## src/rtl/trigger_qualifier.sv

```systemverilog
// Comparator conditioning: synchroniser, glitch filter, period meter and
// frequency-lock tracker feeding the ping-pong capture buffer.
module trigger_qualifier #(
    parameter int SYNC_STAGES  = 2,
    parameter int FILTER_LEN   = 4,
    parameter int CNT_WIDTH    = 24,
    parameter int TOL_SHIFT    = 4,
    parameter int STABLE_COUNT = 4
) (
    input  logic                 clk,
    input  logic                 rst,
    input  logic                 comp_in,
    output logic                 signal_out,
    output logic                 rise_pulse,
    output logic [CNT_WIDTH-1:0] period,
    output logic                 period_valid,
    output logic                 stable
);

    localparam int FW = $clog2(FILTER_LEN + 1);
    localparam int MW = $clog2(STABLE_COUNT + 1);
    localparam logic [CNT_WIDTH-1:0] CNT_MAX = '1;

    typedef enum logic [1:0] {
        S_IDLE,
        S_FIRST,
        S_TRACK,
        S_LOCKED
    } state_t;

    logic [SYNC_STAGES-1:0] r_sync;
    logic                   w_s;

    always_ff @(posedge clk or posedge rst) begin
        if (rst) begin
            r_sync <= '0;
        end else begin
            r_sync <= {r_sync[SYNC_STAGES-2:0], comp_in};
        end
    end

    assign w_s = r_sync[SYNC_STAGES-1];

    logic [FW-1:0] r_fcnt;
    logic          r_sig;
    logic          r_rise;
    logic          w_flip;
    logic          w_rise;

    // w_rise fires one cycle ahead so that the period update, the lock
    // flag and rise_pulse all become visible in the same cycle.
    assign w_flip = (w_s != r_sig) && (r_fcnt == FW'(FILTER_LEN - 1));
    assign w_rise = w_flip && w_s;

    always_ff @(posedge clk or posedge rst) begin
        if (rst) begin
            r_fcnt <= '0;
            r_sig  <= 1'b0;
            r_rise <= 1'b0;
        end else begin
            r_rise <= w_rise;
            if (w_s == r_sig) begin
                r_fcnt <= '0;
            end else if (w_flip) begin
                r_fcnt <= '0;
                r_sig  <= w_s;
            end else begin
                r_fcnt <= r_fcnt + 1'b1;
            end
        end
    end

    logic [CNT_WIDTH-1:0] r_pcnt;
    logic                 w_sat;

    assign w_sat = (r_pcnt == CNT_MAX);

    always_ff @(posedge clk or posedge rst) begin
        if (rst) begin
            r_pcnt <= '0;
        end else if (w_rise) begin
            r_pcnt <= CNT_WIDTH'(1);
        end else if (!w_sat) begin
            r_pcnt <= r_pcnt + 1'b1;
        end
    end

    state_t               r_state;
    state_t               w_state_nxt;
    logic [CNT_WIDTH-1:0] r_period;
    logic [CNT_WIDTH-1:0] w_period_nxt;
    logic [MW-1:0]        r_match;
    logic [MW-1:0]        w_match_nxt;
    logic                 r_pvalid;
    logic                 w_pvalid_nxt;
    logic [CNT_WIDTH:0]   w_diff;
    logic [CNT_WIDTH:0]   w_tol;
    logic                 w_in_tol;

    // One extra bit keeps the absolute difference free of wrap-around.
    assign w_diff = (r_pcnt >= r_period)
                  ? ({1'b0, r_pcnt} - {1'b0, r_period})
                  : ({1'b0, r_period} - {1'b0, r_pcnt});
    assign w_tol    = {1'b0, r_period >> TOL_SHIFT};
    assign w_in_tol = (w_diff <= w_tol);

    always_comb begin
        w_state_nxt  = r_state;
        w_period_nxt = r_period;
        w_match_nxt  = r_match;
        w_pvalid_nxt = 1'b0;
        if (w_rise) begin
            unique case (r_state)
                S_IDLE: begin
                    w_state_nxt = S_FIRST;
                end
                S_FIRST: begin
                    w_period_nxt = r_pcnt;
                    w_pvalid_nxt = 1'b1;
                    w_match_nxt  = '0;
                    w_state_nxt  = S_TRACK;
                end
                S_TRACK: begin
                    w_period_nxt = r_pcnt;
                    w_pvalid_nxt = 1'b1;
                    if (w_in_tol) begin
                        w_match_nxt = r_match + 1'b1;
                        if (r_match == MW'(STABLE_COUNT - 1)) begin
                            w_state_nxt = S_LOCKED;
                        end
                    end else begin
                        w_match_nxt = '0;
                    end
                end
                S_LOCKED: begin
                    w_period_nxt = r_pcnt;
                    w_pvalid_nxt = 1'b1;
                    if (!w_in_tol) begin
                        w_match_nxt = '0;
                        w_state_nxt = S_TRACK;
                    end
                end
            endcase
        end else if ((r_state != S_IDLE) && w_sat) begin
            w_state_nxt  = S_IDLE;
            w_period_nxt = '0;
            w_match_nxt  = '0;
        end
    end

    always_ff @(posedge clk or posedge rst) begin
        if (rst) begin
            r_state  <= S_IDLE;
            r_period <= '0;
            r_match  <= '0;
            r_pvalid <= 1'b0;
        end else begin
            r_state  <= w_state_nxt;
            r_period <= w_period_nxt;
            r_match  <= w_match_nxt;
            r_pvalid <= w_pvalid_nxt;
        end
    end

    assign signal_out   = r_sig;
    assign rise_pulse   = r_rise;
    assign period       = r_period;
    assign period_valid = r_pvalid;
    assign stable       = (r_state == S_LOCKED);

endmodule

```

## config.mk

```make
export PLATFORM = sky130hd
export DESIGN_NAME = trigger_qualifier
export DESIGN_NICKNAME = d
export VERILOG_FILES = /design/src/rtl/trigger_qualifier.sv
export SDC_FILE = /design/constraint.sdc
export NUM_CORES = 1
export LEC_CHECK = 0
export CORE_MARGIN = 2
export CORE_UTILIZATION = 65
export DETAILED_ROUTE_END_ITERATION = 6
export GPL_TIMING_DRIVEN = 0
export PLACE_DENSITY = 0.86
export SLEW_MARGIN = 10
export SYNTH_ARGS = -nofsm -noshare
export SYNTH_HDL_FRONTEND = slang
export SYNTH_SLANG_ARGS = --single-unit
export TNS_END_PERCENT = 50
```

## constraint.sdc

```tcl
create_clock -name clk -period 7.45 [get_ports clk]
set_input_delay 0.745 -clock clk [delete_from_list [all_inputs] [get_ports clk]]
set_output_delay 0.745 -clock clk [all_outputs]
set_load 0.005 [all_outputs]
```

## Yosys cells after proc, flatten, opt, wreduce, memory -nomap -nowiden

Cells that the tools add are included.
Widths: inputs -> output; s select.

| word-level totals | value |
|---|---|
| logic and storage cells | 63 |
| bits in registers | 61 |
| output and inout port bits | 28 |

| operators by class | value |
|---|---|
| add/subtract/negate cells | 5 |
| reduce and logical (&&, ||, !) cells | 11 |
| order comparisons | 2 |
| muxes and demuxes | 21 |
| equal/unequal tests | 14 |
| bitwise operators | 1 |

Operators by type and width:

| operator | count |
|---|---|
| $mux 24 | 5 |
| $sub 24x24->25 | 2 |
| $le 25x20->1 | 1 |
| $mux 25 | 1 |
| $add 24x1->24 const B | 1 |
| $eq 24x24->1 const B | 1 |
| $ge 24x24->1 | 1 |
| $mux 3 | 6 |
| $mux 2 | 5 |
| $ne 3x3->1 const B | 3 |
| $pmux 3 s3 | 1 |
| $pmux 2 s4 | 1 |
| $add 3x1->3 const B | 2 |
| $eq 3x2->1 const B | 2 |
| $eq 2x2->1 const B | 2 |
| $ne 2x2->1 const B | 2 |
| $ne 4x2->1 const B | 1 |
| $reduce_and 2->1 | 2 |
| $reduce_and 4->1 | 1 |
| $reduce_bool 2->1 | 2 |
| $logic_and 1x1->1 | 3 |
| $reduce_and 3->1 | 1 |
| $reduce_or 3->1 | 1 |
| $eq 2x1->1 const B | 1 |
| other kinds (5) | 6 |

## Longest topological paths before layout

Gate-level depths: netlist of the first run.

| logic depth | value |
|---|---|
| depth after elaboration | 6 |
| depth in mapped cells | 24 |
| mapped depth without buffers | 22 |

## Least setup slack after synthesis of the first run

No wires, ideal clock.

| path | value |
|---|---|
| kind | register -> register |
| from | register r_period[6], in the netlist period[6] |
| to | register r_match[0] |
| arrival | 4831 ps |
| cell stages (with the launch flop) | 24 |
| path slack | 2492 ps |
| data required time | 7322 ps |
| clock period less this slack | 4958 ps |
| buffers on the path | 2 |
| cells stage by stage | dfrtp_1 -> inv_1 -> ha_1 -> buf_4 -> nand2_1 -> or3_1 -> nor4bb_4 -> nor4_2 -> nor2_1 -> clkbuf_1 -> o31ai_1 -> o311ai_1 -> a221oi_1 -> xnor2_1 -> ha_1 -> nand2_1 -> nor4_1 -> o21ai_0 -> a31oi_1 -> o221ai_1 -> o211a_1 -> o2111a_1 -> o21bai_2 -> mux2_1 |

| between the ends | value |
|---|---|
| longest elaborated chain between the ends | 6 |
| elaborated cells on any way between the ends | 10 |
| those cells by class | add/sub (2); order compare (2); eq/ne (1); mux (4); reduce/logical (1) |

RTL lines:

| item | RTL line | source |
|---|---|---|
| start, declared | 90 | `logic [CNT_WIDTH-1:0] r_period;` |
| start signal, assigned | 159 | `r_period <= w_period_nxt;` |
| $sub 24x24->25 (tied with other cells) | 103 | `: ({1'b0, r_period} - {1'b0, r_pcnt});` |
| $mux 25 | 102 | `? ({1'b0, r_pcnt} - {1'b0, r_period})` |
| $le 25x20->1 * | 105 | `assign w_in_tol = (w_diff <= w_tol);` |
| $mux 3 | 126 | `if (w_in_tol) begin` |
| $pmux 3 s3 | 113 | `unique case (r_state)` |
| $mux 3 | 112 | `if (w_rise) begin` |
| end signal, assigned | 160 | `r_match <= w_match_nxt;` |
| end, declared | 92 | `logic [MW-1:0] r_match;` |

Mark *: on every way between the ends. The rest lies on a longest branch, timed or not.
A chain may end at the register's enable or synchronous reset.

## Final worst setup path of the first run

| path | value |
|---|---|
| from | register r_pcnt[19] |
| to | register r_match[0] |

| between the ends | value |
|---|---|
| longest elaborated chain between the ends | 6 |
| elaborated cells on any way between the ends | 13 |
| those cells by class | add/sub (2); order compare (2); eq/ne (2); mux (4); reduce/logical (3) |

RTL lines:

| item | RTL line | source |
|---|---|---|
| start, declared | 73 | `logic [CNT_WIDTH-1:0] r_pcnt;` |
| start signal, assigned | 84 | `r_pcnt <= r_pcnt + 1'b1;` |
| $sub 24x24->25 (tied with other cells) | 103 |  |
| $mux 25 | 102 |  |
| $le 25x20->1 | 105 |  |
| $mux 3 | 126 |  |
| $pmux 3 s3 | 113 |  |
| $mux 3 | 112 |  |

Parallel ways exist; a longest one is shown, timed or not.

==> results.py, run 1 <==
metrics = {
    "critical_path": {
        "crit_path_end_kind": "flip-flop",
        "path_cells": "ha_1 -> clkbuf_1 -> nand4_1 -> nor3_1 -> a21oi_1 -> o21ai_1 -> nor2_1 -> clkbuf_1 -> o31ai_1 -> o311ai_1 -> a221oi_1 -> xnor2_1 -> ha_1 -> nand2_1 -> nor4_1 -> o21ai_0 -> a31oi_1 -> o221ai_1 -> o211a_1 -> o2111a_1 -> o21bai_2 -> mux2_1",
        "cpLargestDelayFamily": "compound AO/OA/AOI/OAI gates",
        "crit_fanout": 10,
        "crit_required_ns": 7.67,
        "cp.arrival_ns": 7.21,
        "crit_slowest_cell": "nor4_1",
        "max_stage_delay_ns": 0.62,
        "crit_type": "reg2reg",
        "cp_num_buf_inv": 2,
        "worst_setup_path_start_kind": "flip-flop",
    },
    "yosys": {
        "ys_types": 68,
        "synth.area.top_cells": "dfrtp_1, ha_1, a21oi_1, o21ai_0, nand2_1",
        "synth_fp_nets": 770,
        "syn_area_per_cell_um2": 8.16,
        "yosysSeqAreaShare_pct": 27.1,
        "synth_top_area_share_pct": 27.1,
        "synth-seq-cells": 61,
        "synth_edf_count": 0,
        "yosys.area.top_type": "dfrtp_1",
        "yosysMostFrequentCell": "ha_1",
        "async_flop_share_pct": 100,
        "synthesis.instances": 690,
        "ys.flop_type": "dfrtp_1",
        "yosysWarnings": 0,
        "synth_common_cells": "ha_1, nand2_1, inv_1, dfrtp_1, a21oi_1",
        "synth.cell_area_um2": 5630,
    },
    "worst_hold_path": {
        "hold_class": "reg2reg",
    },
    "timing": {
        "rsz0062_at_grt": "no",
        "finalCritPeriodShare_pct": 93.9,
        "finalHoldViolations": 0,
        "drv_slew": 0,
        "min_period_ns": 6.99,
        "setup_viol": 0,
        "final.setup.tns_ns": 0,
        "tightest_slew_ns": 0.918,
        "relSlewSlack_pct": 38.3,
        "fmax_mhz": 143,
        "finalClockSkew_ns": 0.0166,
    },
    "die": {
        "fp.dieH_um": 97.1,
        "ios": 31,
        "fp.dieW_um": 97.1,
        "initial_core_util_pct": 67.8,
        "die-area_um2": 9420,
        "fp-row-count": 33,
        "core_um2": 8300,
    },
    "routing": {
        "num_vias": 5860,
        "drt-initial-drc-count": 720,
        "wire_per_inst_um": 22.8,
        "drc_errors": 0,
        "wirelength_um": 19200,
        "drt_first_pass_iters": 6,
        "drtAntennaViolNets": 0,
        "avgViaCountPerCell": 6.96,
    },
    "cells_and_area": {
        "nets": 812,
        "antenna_cells": 0,
        "drive_gt1_share_pct": 6.11,
        "area_growth_pct": 12.0,
        "n_fill_cell": 547,
    },
    "clock_tree": {
        "postCtsSetupBuffers": 0,
        "cts_tree": "built",
        "clk_pin_slew_ns": 0.09,
        "clockBufferDepth": 2,
        "clkSinkCount": 61,
        "cts_root_buf": "clkbuf_8",
        "cts_resized": 0,
        "clk_latency_ns": 0.35,
        "cts_buffers": 9,
        "cts_hold_buf": 0,
        "h-tree-depth": 3,
    },
    "power_and_ir_drop": {
        "ir_drop_v": 0.000343,
        "powerDensity_nw_per_um2": 536,
        "totalPowerFinal_w": 0.00338,
        "p_leak_nw": 2.90,
    },
    "grt": {
        "grt_pass1_wl_um": 30400,
        "antenna_found_initial": 2,
        "grt_use_total_pct": 41.0,
        "overflow": 0,
        "grt_max_degree": 41,
        "grt_pass1_vias": 5711,
    },
    "run_status": {
        "status": "finished clean",
    },
    "job": {
        "drv_cap": 0,
    },
    "placed_design": {
        "routabilityCongestion": 1.00,
        "io_buffer_count": 30,
        "post-dp-hpwl_um": 14500,
    },
}
-- registers in the layout (all words and copies together) (netlist names) --
register,cells
rise_pulse,1
r_match,3
r_pcnt,24
r_fcnt,3
signal_out,1
period_valid,1
period,24
r_sync,2
r_state,2
-- layout make-up --
cell class                      count  area, um^2  share of cell area, %
Clock inverter                      6        95.1                   1.51
Inverter                           63         236                   3.75
Buffer                             27         160                   2.54
Sequential cell                    61        1530                   24.2
Timing Repair Buffer               31         320                   5.08
Clock buffer                       10         128                   2.02
Tap cell                          105         131                   2.08
Multi-Input combinational cell    539        3710                   58.8
-- power breakdown --
group / switching (W) / leakage [nW] / total, W / internal [W]
clock: 0.000159 / 0.111 / 0.000351 / 0.000192
combinational: 0.00156 / 1.97 / 0.00259 / 0.00102
sequential: 0.0000666 / 0.823 / 0.000444 / 0.000377
total: 0.00179 / 2.90 / 0.00338 / 0.00159
-- cell usage in the layout, fill, tap and decap left out, types with 3 or more instances in the layout --
master,count
o211ai_1,8
ha_1,75
a221oi_1,3
xnor2_1,29
a21boi_0,4
and2_1,3
mux2_1,3
nand4_1,17
a21oi_1,58
o221ai_1,3
a21o_1,16
nand2_1,68
nor2b_1,4
a211oi_1,13
and3_1,5
a21oi_2,3
nand3_1,17
buf_2,3
o21a_1,5
nor2_1,56
clkbuf_1,11
o31ai_1,4
nand3b_1,3
or3_1,6
clkdlybuf4s50_1,30
mux2i_1,4
dfrtp_1,61
nor3_1,13
xor2_1,10
clkbuf_8,10
inv_1,61
o21ai_0,55
o21bai_1,4
nor4_1,7
buf_4,10
a31oi_1,6
-- routing by layer --
layer | wire [um] | GRT usage, % | part of all wire (%)
met1 | 7490 | 54.4 | 39
met2 | 8520 | 64.7 | 44
met3 | 2260 | 11.0 | 12
met4 | 918 | 14.5 | 4.8
met5 | 0 | 0 | 0
-- stage by stage --
| stage | utilization, % | cell area [um^2] | hold WS (ns) | std cells | setup WS (ns) |
|---|---|---|---|---|---|
| after CTS | 76.0 | 6300 | 0.381 | 842 | 0.801 |
| final | 76.0 | 6300 | 0.384 | 842 | 0.458 |
| after detailed placement | 73.3 | 6080 | 0.355 | 826 | 0.853 |
| after global routing | 76.0 | 6300 | 0.382 | 842 | 0.174 |
| after global placement | 73.0 | 6060 | 0.357 | 825 | 0.688 |
| after floorplan | - | 5630 | 0.331 | 690 | 2.49 |
-- worst paths after layout --
path	start	end	slack, ns	depth (start not counted)
worst max-delay path	r_pcnt[19]	r_match[0]	0.46	22
worst min-delay path	r_sync[0]	r_sync[1]	0.38	0
worst max register to register	r_pcnt[19]	r_match[0]	0.46	22
worst min register to register	r_sync[0]	r_sync[1]	0.38	0
max in group asynchronous	rst	period[11]	6.08	3
min in group asynchronous	rst	r_pcnt[18]	0.76	2
-- cells by family after synthesis --
logic type,count (synthesis),share of synthesized area [%]
AND/OR/NAND/NOR,210,18.0
AO/OA/AOI/OAI,205,22.9
buffers and inverters,90,7.04
adder cells (fa/ha/maj),77,17.4
flip-flops,61,27.1
XOR/XNOR,39,6.07
multiplexers,8,1.51
(Power assumes the default switching activity.)
==> inputs of run 2 (changes only) <==
--- a/config.mk
+++ b/config.mk
@@ -8,7 +8,6 @@
 export CORE_MARGIN = 2
 export CORE_UTILIZATION = 65
 export DETAILED_ROUTE_END_ITERATION = 6
-export GPL_TIMING_DRIVEN = 0
 export PLACE_DENSITY = 0.86
 export SLEW_MARGIN = 10
 export SYNTH_ARGS = -nofsm -noshare
==> run 2 against run 1 <==
Compared with the run above:
- the flow now finishes with violations (DRC)
- wire length shrank 9.7%
- sequential share of layout area is 0.72 points higher
- critical path type unchanged
- largest power group unchanged
- final cell count is 2.9% lower
==> results.py, run 2 (synthesized netlist as in run 1, its figures left out) <==
metrics = {
    "run_status": {
        "status": "complete, but fails checks",
        "violations": "DRC",
    },
    "die": {
        "ios": 31,
        "die-area_um2": 9420,
        "fp.dieH_um": 97.1,
        "fp.dieW_um": 97.1,
        "core_um2": 8300,
        "fp-row-count": 33,
        "initial_core_util_pct": 67.8,
    },
    "job": {
        "drv_cap": 0,
    },
    "cells_and_area": {
        "antenna_cells": 0,
        "final_cell_mix": "ha_1, nand2_1, inv_1, dfrtp_1, a21oi_1",
        "area_growth_pct": 8.76,
        "stdcell_area_um2": 6120,
        "layout_commonest_cell": "ha_1",
        "drive_gt1_share_pct": 4.63,
        "nets": 788,
    },
    "routing": {
        "drt_first_pass_iters": 7,
        "num_vias": 5489,
        "drt-initial-drc-count": 783,
        "wire_per_inst_um": 21.2,
        "wirelength_um": 17300,
        "avgViaCountPerCell": 6.71,
        "drc_errors": 3,
        "drtAntennaViolNets": 0,
    },
    "timing": {
        "setup_viol": 0,
        "relSlewSlack_pct": 27.1,
        "drv_slew": 0,
        "rsz0062_at_grt": "no",
        "finalHoldViolations": 0,
        "finalClockSkew_ns": 0.0125,
        "min_period_ns": 6.07,
        "fmax_mhz": 165,
        "tightest_slew_ns": 1.09,
        "finalCritPeriodShare_pct": 81.5,
        "final.setup.tns_ns": 0,
    },
    "power_and_ir_drop": {
        "p_int_w": 0.00156,
        "combinationalPowerShare_pct": 77.3,
        "switchingPower_w": 0.00172,
        "ir_drop_v": 0.000267,
        "p_leak_nw": 2.81,
        "powerDensity_nw_per_um2": 535,
        "seqPwrFrac_pct": 13.3,
        "clkPwrFrac_pct": 9.4,
        "switching_share_pct": 52.5,
    },
    "critical_path": {
        "crit_path_end_kind": "flip-flop",
        "crit_required_ns": 7.68,
        "crit_type": "reg2reg",
        "cp.arrival_ns": 6.30,
        "worst_setup_path_start_kind": "flip-flop",
        "crit_fanout": 14,
    },
    "clock_tree": {
        "h-tree-depth": 3,
        "cts_resized": 0,
        "cts_hold_buf": 0,
        "clockBufferDepth": 2,
        "clk_latency_ns": 0.35,
        "clk_pin_slew_ns": 0.09,
        "cts_root_buf": "clkbuf_8",
        "cts_buffers": 9,
        "clkSinkCount": 61,
        "cts_tree": "built",
        "postCtsSetupBuffers": 0,
    },
    "grt": {
        "grt_max_degree": 62,
        "overflow": 0,
        "grt_pass1_wl_um": 27700,
        "grt_use_total_pct": 37.0,
        "antenna_found_initial": 1,
        "grt_pass1_vias": 5253,
    },
    "placed_design": {
        "post-dp-hpwl_um": 13400,
        "routabilityCongestion": 1.03,
        "io_buffer_count": 30,
        "post_dp_cell_area_um2": 5930,
    },
    "worst_hold_path": {
        "hold_class": "reg2reg",
    },
}
==> run 2: changes by cell type in the layout (fill, tap and decap cells not counted), moves of 2 or more <==
cell and change:
clkbuf_1 -10, buf_4 -6, buf_2 -3, buf_1 -2
clkinv_2 +2, clkinvlp_4 +2, inv_6 -2
==> run 2: worst max-delay path: stages, from the launching register on <==
cell,delay (ns)
dfrtp_1,0.38
inv_1,0.09
ha_1,0.54
nand4_1,0.18
or3_2,0.49
or4_4,0.54
nand2_1,0.50
and3_1,0.25
a31oi_1,0.11
a221oi_1,0.48
xnor2_1,0.17
ha_1,0.27
nand4_1,0.16
nor3_1,0.09
a2111oi_0,0.42
o21ai_0,0.14
o221ai_1,0.17
o211a_1,0.21
o2111a_1,0.28
o21bai_2,0.12
mux2_1,0.33
==> run 2: final cells by class <==
cell class | instances | area (um^2)
multi-input cells | 539 | 3710
fillers | 640 | 2180
flip-flops and latches | 61 | 1530
repair buffers | 34 | 330
inverters | 63 | 236
well taps | 105 | 131
clock buffers | 10 | 128
clock inverters | 6 | 63.8
==> run 2: stage by stage <==
stage / instances / util, % / total power [W] / worst slack [ns] / hold WS, ns
after global placement: 802 / 71.5 / 0.00281 / 1.52 / 0.354
after CTS: 818 / 73.8 / 0.00317 / 1.51 / 0.363
final: 818 / 73.8 / 0.00327 / 1.38 / 0.361
after floorplan: 690 / - / 0.00221 / 2.49 / 0.331
after detailed placement: 802 / 71.5 / 0.00285 / 1.54 / 0.340
after global routing: 818 / 73.8 / 0.00348 / 1.06 / 0.368
==> run 2: power by group through the flow <==
| stage | logic [W] | clock network [W] | registers [W] |
|---|---|---|---|
| 5_1_grt | 0.00272 | 0.000318 | 0.000443 |
| 2_1_floorplan | 0.00178 | 0 | 0.000425 |
| 3_5_place_dp | 0.00241 | 0 | 0.000441 |
| 3_3_place_gp | 0.00237 | 0 | 0.000435 |
| 6_report | 0.00253 | 0.000307 | 0.000437 |
| 4_1_cts | 0.00243 | 0.000304 | 0.000435 |
==> run 2: layer usage <==
metal | vias up | part of all wire [%] | GRT usage [%] | wire length (um)
met4 | 0 | 2.5 | 9.64 | 438
met1 | 2618 | 42 | 53.4 | 7300
met2 | 337 | 45 | 57.4 | 7750
met5 | - | 0 | 0 | 0
li1 | 2487 | - | - | -
met3 | 47 | 11 | 6.98 | 1850
==> run 2: final timing paths <==
kind / slack (ns) / cells past startpoint / from / to
setup / recovery: 1.38 / 20 / period[19] / r_match[1]
hold / removal: 0.36 / 0 / r_sync[0] / r_sync[1]
setup reg to reg: 1.38 / 20 / period[19] / r_match[1]
hold reg to reg: 0.36 / 0 / r_sync[0] / r_sync[1]
max in group asynchronous: 5.95 / 3 / rst / period[12]
min in group asynchronous: 1.00 / 3 / rst / period[19]
==> inputs of run 3 (changes only) <==
--- a/config.mk
+++ b/config.mk
@@ -6,9 +6,9 @@
 export NUM_CORES = 1
 export LEC_CHECK = 0
 export CORE_MARGIN = 2
-export CORE_UTILIZATION = 65
+export CORE_UTILIZATION = 62
 export DETAILED_ROUTE_END_ITERATION = 6
-export PLACE_DENSITY = 0.86
+export PLACE_DENSITY = 0.82
 export SLEW_MARGIN = 10
 export SYNTH_ARGS = -nofsm -noshare
 export SYNTH_HDL_FRONTEND = slang
==> constraint.sdc (replaced) <==
create_clock -name clk -period 5.8 [get_ports clk]
set_input_delay 0.58 -clock clk [delete_from_list [all_inputs] [get_ports clk]]
set_output_delay 0.58 -clock clk [all_outputs]
set_load 0.005 [all_outputs]
==> run 3 against run 2 <==
Compared with the run above:
- the flow now finishes without violations
- fmax is 9.5% higher
- non-clock buffer count is 12 higher
- clock-buffer cell count is 1 lower
- worst hold slack worse by 0.00056 ns
- register-to-register slack worse by 1.1 ns
- critical path type unchanged
- worst setup slack worse by 1.1 ns
- via count is 0.36% lower
- flip-flop and latch count stayed put
- critical path depth is 1 higher
- critical endpoint is now r_match[2]
- wire length is 0.68% higher
- utilization is 2.2 points lower
==> results.py, run 3 (synthesized netlist as in run 1, its figures left out) <==
metrics = {
    "critical_path": {
        "crit_slowest_cell": "o31ai_2",
        "max_stage_delay_ns": 0.43,
        "r2r-end": "r_match[2]",
        "reg2reg_setup_slack_ns": 0.26,
        "cp_num_buf_inv": 1,
        "crit_required_ns": 6.03,
        "cp.arrival_ns": 5.77,
        "r2r_start": "period[5]",
        "crit_path_end_kind": "flip-flop",
        "crit_top_cell": "nand2_1",
        "cpLargestDelayFamily": "compound AO/OA/AOI/OAI gates",
        "path_cells": "inv_1 -> ha_2 -> nand2_1 -> or3_1 -> nor4bb_4 -> nor4_4 -> nor2_4 -> o31ai_2 -> o311ai_2 -> a221oi_1 -> xnor2_1 -> ha_1 -> nand2_1 -> nor4_1 -> o21ai_0 -> a31oi_1 -> o221ai_1 -> o211a_1 -> o2111a_1 -> o21bai_2 -> mux2_1",
        "crit_type": "reg2reg",
        "r2r_cells": 21,
        "worst_setup_path_start_kind": "flip-flop",
        "crit_fanout": 8,
    },
    "job": {
        "drv_cap": 0,
    },
    "clock_tree": {
        "cts_buffers": 9,
        "postCtsSetupBuffers": 0,
        "clk_latency_ns": 0.35,
        "clockBufferDepth": 2,
        "clkSinkCount": 61,
        "cts_root_buf": "clkbuf_8",
        "clk_pin_slew_ns": 0.08,
        "h-tree-depth": 3,
        "cts_tree": "built",
    },
    "die": {
        "fp.dieW_um": 99.3,
        "core_um2": 8760,
        "ios": 31,
        "fp.dieH_um": 99.3,
        "die-area_um2": 9860,
        "fp-row-count": 34,
        "initial_core_util_pct": 64.2,
    },
    "grt": {
        "grt_pass1_vias": 5237,
        "grt_use_total_pct": 36.3,
        "grt_max_degree": 62,
        "overflow": 0,
        "grt_pass1_wl_um": 28000,
        "antenna_found_initial": 0,
    },
    "cells_and_area": {
        "layout_commonest_cell": "ha_1",
        "antenna_cells": 0,
        "nets": 800,
        "final_cell_mix": "ha_1, nand2_1, inv_1, dfrtp_1, a21oi_1",
        "n_fill_cell": 696,
        "drive_gt1_share_pct": 7.86,
        "area_growth_pct": 11.5,
        "stdcell_area_um2": 6280,
    },
    "timing": {
        "finalHoldViolations": 0,
        "final.setup.tns_ns": 0,
        "min_period_ns": 5.54,
        "tightest_slew_ns": 1.11,
        "relSlewSlack_pct": 25.9,
        "setup_viol": 0,
        "drv_slew": 0,
        "finalClockSkew_ns": 0.0124,
        "finalCritPeriodShare_pct": 95.5,
        "setup_ws_ns": 0.258,
        "fmax_mhz": 180,
    },
    "worst_hold_path": {
        "hold_class": "reg2reg",
        "min_from": "r_sync[0]",
        "holdPathStages": 0,
        "min_to": "r_sync[1]",
    },
    "routing": {
        "drt_first_pass_iters": 6,
        "drtAntennaViolNets": 0,
        "wirelength_um": 17400,
        "avgViaCountPerCell": 6.57,
        "drc_errors": 0,
        "drt-initial-drc-count": 565,
        "num_vias": 5469,
        "wire_per_inst_um": 20.9,
    },
    "run_status": {
        "status": "finished clean",
    },
    "placed_design": {
        "routabilityCongestion": 1.03,
        "post_dp_cell_area_um2": 6030,
        "place_ws_ns": 0.117,
        "io_buffer_count": 30,
        "post-dp-hpwl_um": 13700,
    },
}
run 3: stage by stage:
stage | std cells | util [%] | hold WS, ns
2_1_floorplan | 690 | - | 0.331
3_3_place_gp | 817 | 68.8 | 0.344
3_5_place_dp | 817 | 68.8 | 0.336
4_1_cts | 833 | 71.0 | 0.363
5_1_grt | 833 | 71.6 | 0.371
6_report | 833 | 71.6 | 0.361
run 3: worst register-to-register path, stage by stage (launching register included):
cell      delay, ns
dfrtp_1        0.40
inv_1          0.10
ha_2           0.42
nand2_1        0.10
or3_1          0.39
nor4bb_4       0.20
nor4_4         0.43
nor2_4         0.11
o31ai_2        0.43
o311ai_2       0.16
a221oi_1       0.37
xnor2_1        0.15
ha_1           0.31
nand2_1        0.08
nor4_1         0.38
o21ai_0        0.15
a31oi_1        0.20
o221ai_1       0.14
o211a_1        0.17
o2111a_1       0.19
o21bai_2       0.23
mux2_1         0.34
run 3: layer usage:
| layer | part of all wire (%) | global-route usage (%) | vias up |
|---|---|---|---|
| met3 | 9.5 | 7.94 | 38 |
| met1 | 44 | 53.8 | 2630 |
| met5 | 0 | 0 | - |
| li1 | - | - | 2506 |
| met2 | 44 | 53.0 | 295 |
| met4 | 2.6 | 11.6 | 0 |
run 3: layout make-up:
class,count,area [um^2],share of cell area (%)
clock buffer,9,124,1.97
tap,108,135,2.15
timing repair buffer,46,420,6.70
inverter,63,236,3.77
clock inverter,7,75.1,1.20
sequential,61,1530,24.3
multi-input combinational,539,3760,59.9
run 3: how the worst max path moves through the flow:
stage	from	endpoint	slack, ns	cells after the start
5_1_grt	period[4]	r_match[2]	-0.0003	21
6_report	period[5]	r_match[2]	0.26	21
4_1_cts	period[20]	r_match[2]	0.08	20
3_5_place_dp	period[20]	r_match[2]	0.12	20
3_3_place_gp	period[20]	r_match[1]	0.24	20
2_1_floorplan	period[6]	r_match[0]	0.84	23
run 3: timing repair:
item / in CTS / in global routing
hold buffers: 0 / 0
hold endpoints to repair: 0 / 0
setup endpoints to repair: 0 / 5
resized for setup: 0 / 15
Power of run 3 is left out: the tool's default activity adds up to more than one toggle a clock period on the data nets, which glitch-free logic cannot reach.
==> RTL change 1 (flow settings as in run 1) <==
Change the parameter `STABLE_COUNT` from 4 to 8.
--- a/src/rtl/trigger_qualifier.sv
+++ b/src/rtl/trigger_qualifier.sv
@@ -6,5 +6,5 @@
     parameter int CNT_WIDTH    = 24,
     parameter int TOL_SHIFT    = 4,
-    parameter int STABLE_COUNT = 4
+    parameter int STABLE_COUNT = 8
 ) (
     input  logic                 clk,
Function: no difference found for any inputs over 10 cycles, from zero or initial values and one cycle with rst high; that may be too few to reach the edited logic, so the function may still have changed.
==> RTL change 1 against run 1 <==
- power is 12% lower
- synthesized area rose by 3.7%
- final area is 3.5% higher
- synthesized cell count fell by 0.14%
- first-iteration DRC count decreased by 27%
- via count fell by 4.2%
- global-route usage is 6.3 points lower
- count of clock-buffer cells in the layout decreased by 1
- sequential power fell by 2%
- combinational power shrank 16%
- sequential cell count grew 1
- routed wire length is 14% lower
- setup slack gained 580 ps
==> RTL change 1: results (changes against run 1) <==
status: "finished, final reports clean"  # unchanged
dpl_cell_area_um2: 6300  # was 6080 µm²
endpoint: "r_match[2]"  # was r_match[0]
syn_nets: 768  # was 770
whs_ps: 358  # was 384 ps
grt_use_met1: 0.525  # was 0.544
slew_headroom: 0.145  # was 0.383
slowest_stage: "o31ai_1"  # was nor4_1
grt_start_max_net_pins: 35  # was 41
vias: 5613  # was 5,860
synth_cell_types: 65  # was 68
crit_start: "period[12]"  # was r_pcnt[19]
drive_gt1_frac: 0.0679  # was 0.0611
syn_inst: 689  # was 690
routed_wl_um: 16600  # was 19,200 µm
fin_skew_ps: 13.9  # was 16.6 ps
grt_use_met2: 0.517  # was 0.647
synthTopCellsByArea: "dfrtp_1, ha_1, xnor2_1, a21oi_1, inv_1"  # was dfrtp_1, ha_1, a21oi_1, o21ai_0, nand2_1
drtPass1Iterations: 5  # was 6
slowest_delay_ps: 600  # was 620 ps
dr_wl_met3_um: 1560  # was 2260 µm
synth_commonest_cells: "ha_1, inv_1, dfrtp_1"  # was ha_1, nand2_1, inv_1
row_count: 34  # was 33
ir_worst_vdd_mv: 0.264  # was 0.343 mV
ys_seq_area_frac: 0.266  # was 0.271
grt_pass1_vias: 5240  # was 5,711
fin_nets: 810  # was 812
fmax_mhz: 156  # was 143 MHz
grt_pass1_wl_um: 27000  # was 30,400 µm
routabilityCongestion: 0.974  # was 1.00
rrSetupSlack_ps: 1040  # was 460 ps
globalRouteTotalUtil: 0.346  # was 0.410
hpwlAfterDp_um: 12800  # was 14,500 µm
p_leak_nw: 3.04  # was 2.90 nW
-- RTL change 1: cell families after synthesis --
family / share of synthesized area
muxes: 0.0392
xor gates and xnor gates: 0.0615
and+or+nand+nor: 0.160
AOI/OAI and AO/OA: 0.242
adders and majority gates: 0.165
DFF: 0.266
buffers and inverters: 0.0660
-- RTL change 1: power breakdown --
group | switching, mW | total [mW] | internal, mW
registers | 0.0558 | 0.437 | 0.382
logic | 1.22 | 2.18 | 0.952
clock network | 0.160 | 0.353 | 0.193
-- RTL change 1: layout make-up --
| type | count | area, µm² |
|---|---|---|
| plain buffers | 29 | 141 |
| clock buffers | 9 | 124 |
| clock inverters | 7 | 103 |
| fillers | 648 | 2200 |
| inverters | 65 | 244 |
| multi-input cells | 533 | 3900 |
| flip-flops and latches | 62 | 1550 |
| well taps | 108 | 135 |
| repair buffers | 31 | 320 |
==> RTL change 2 (settings of run 1) <==
Made on the original files. The 4 states of `state_t` get a one-hot encoding in 4 bits.
--- a/src/rtl/trigger_qualifier.sv
+++ b/src/rtl/trigger_qualifier.sv
@@ -22,9 +22,9 @@
     localparam logic [CNT_WIDTH-1:0] CNT_MAX = '1;
 
-    typedef enum logic [1:0] {
-        S_IDLE,
-        S_FIRST,
-        S_TRACK,
-        S_LOCKED
+    typedef enum logic [3:0] {
+        S_IDLE   = 4'b0001,
+        S_FIRST  = 4'b0010,
+        S_TRACK  = 4'b0100,
+        S_LOCKED = 4'b1000
     } state_t;
 
Check against the original RTL: same outputs for any inputs over 10 cycles, from zero or initial values and one cycle with rst high; not proved beyond that.
==> RTL change 2 against run 1 <==
- setup slack improved by 64 ps
- utilization is 1.3 points lower
- power down 8.0%
- synthesized area grew 4.8%
- final area up 3.7%
- routed wire length fell by 12%
- sequential cell count grew 2
- clock power decreased by 7.4%
- critical endpoint is now r_state[1]
- largest cell class unchanged
- highest routed layer unchanged
==> RTL change 2: results (changes against run 1) <==
status: "finished, final reports clean"  # unchanged
synth_commonest_cells: "nand2_1, ha_1, inv_1"  # was ha_1, nand2_1, inv_1
reg2regPathDepth: 24  # was 22
p_leak_nw: 3.03  # was 2.90 nW
grt_use_met2: 0.531  # was 0.647
worstPathArrival_ps: 7200  # was 7210 ps
ys_seq_area_frac: 0.267  # was 0.271
synth_mux_area_frac: 0.0123  # was 0.0151
met3_usage: 0.0794  # was 0.110
ir_worst_vdd_mv: 0.223  # was 0.343 mV
rrSetupSlack_ps: 520  # was 460 ps
grt_pass1_vias: 5581  # was 5,711
hpwlAfterDp_um: 13100  # was 14,500 µm
drive_gt1_frac: 0.0715  # was 0.0611
grt_start_max_net_pins: 64  # was 41
synth_cell_types: 79  # was 68
reg2reg_to: "r_state[1]"  # was r_match[0]
grt_use_met1: 0.489  # was 0.544
antenna_found_initial: 0  # was 2
fin_skew_ps: 16.4  # was 16.6 ps
synth-compound-area-share: 0.235  # was 0.229
synthTopCellsByArea: "dfrtp_1, ha_1, a21oi_1, xnor2_1, nand2_1"  # was dfrtp_1, ha_1, a21oi_1, o21ai_0, nand2_1
avgRoutedWirePerCell_um: 19.2  # was 22.8 µm
reg2reg_from: "period[16]"  # was r_pcnt[19]
drt_iter0_drc: 581  # was 720
globalRouteTotalUtil: 0.350  # was 0.410
syn_nets: 800  # was 770
RTL change 2: cell type report:
| cell class | count | area (µm²) |
|---|---|---|
| multi-input combinational | 561 | 3900 |
| tap | 108 | 135 |
| fill | 680 | 2220 |
| clock buffer | 9 | 124 |
| timing repair buffer | 30 | 300 |
| sequential | 63 | 1580 |
| clock inverter | 7 | 77.6 |
| buffer | 30 | 164 |
| inverter | 69 | 262 |
RTL change 2: through the flow:
| step | setup WS (ps) | instances | hold WS (ps) | cell area, µm² | total power, mW |
|---|---|---|---|---|---|
| 2_1_floorplan | 2280 | 723 | 331 | 5900 | 2.12 |
| 3_3_place_gp | 1010 | 861 | 346 | 6340 | 2.60 |
| 3_5_place_dp | 909 | 861 | 336 | 6340 | 2.69 |
| 4_1_cts | 843 | 877 | 368 | 6540 | 3.02 |
| 5_1_grt | 413 | 877 | 378 | 6540 | 3.33 |
| 6_report | 522 | 877 | 368 | 6540 | 3.11 |
RTL change 2: worst max-delay path by stage:
stage | from | end | cells after the start
floorplan | period[12] | r_state[1] | 24
finish | period[16] | r_state[1] | 24
global placement | period[16] | r_state[1] | 24
detailed placement | period[16] | r_state[1] | 24
CTS | period[16] | r_state[1] | 24
global route | period[16] | r_state[1] | 24
RTL change 2: report_power, final:
group	internal, mW	switching (mW)
clock network	0.159	0.167
logic	0.938	1.40
registers	0.387	0.0615
total	1.48	1.63
RTL change 2: layer usage:
| metal | vias up | part of all wire |
|---|---|---|
| met1 | 2751 | 0.42 |
| met5 | - | 0 |
| met2 | 342 | 0.43 |
| met3 | 55 | 0.11 |
| met4 | 0 | 0.032 |
| li1 | 2643 | - |
RTL change 2: worst reg2reg max path, stage by stage, from the launching register on:
cell,delay [ps]
dfrtp_1,390
inv_1,100
ha_1,300
buf_2,180
a21oi_1,320
o21a_1,270
o32a_1,250
o211ai_2,120
buf_4,210
nor2_1,550
a41oi_1,310
a31oi_1,400
o22ai_1,160
xor2_1,190
ha_1,310
nand4_1,130
or3_1,440
nor4_1,560
a21oi_1,130
o21ai_0,170
nand4b_1,220
a211oi_2,430
o2111ai_1,250
a21o_1,240
a221oi_2,210
RTL change 2: cell families after synthesis:
kind of cell,after synthesis
AO/OA/AOI/OAI,208
AND/OR/NAND/NOR,229
buffers and inverters,99
flip-flops,63
adder cells (fa/ha/maj),74
XOR/XNOR,43
multiplexers,7
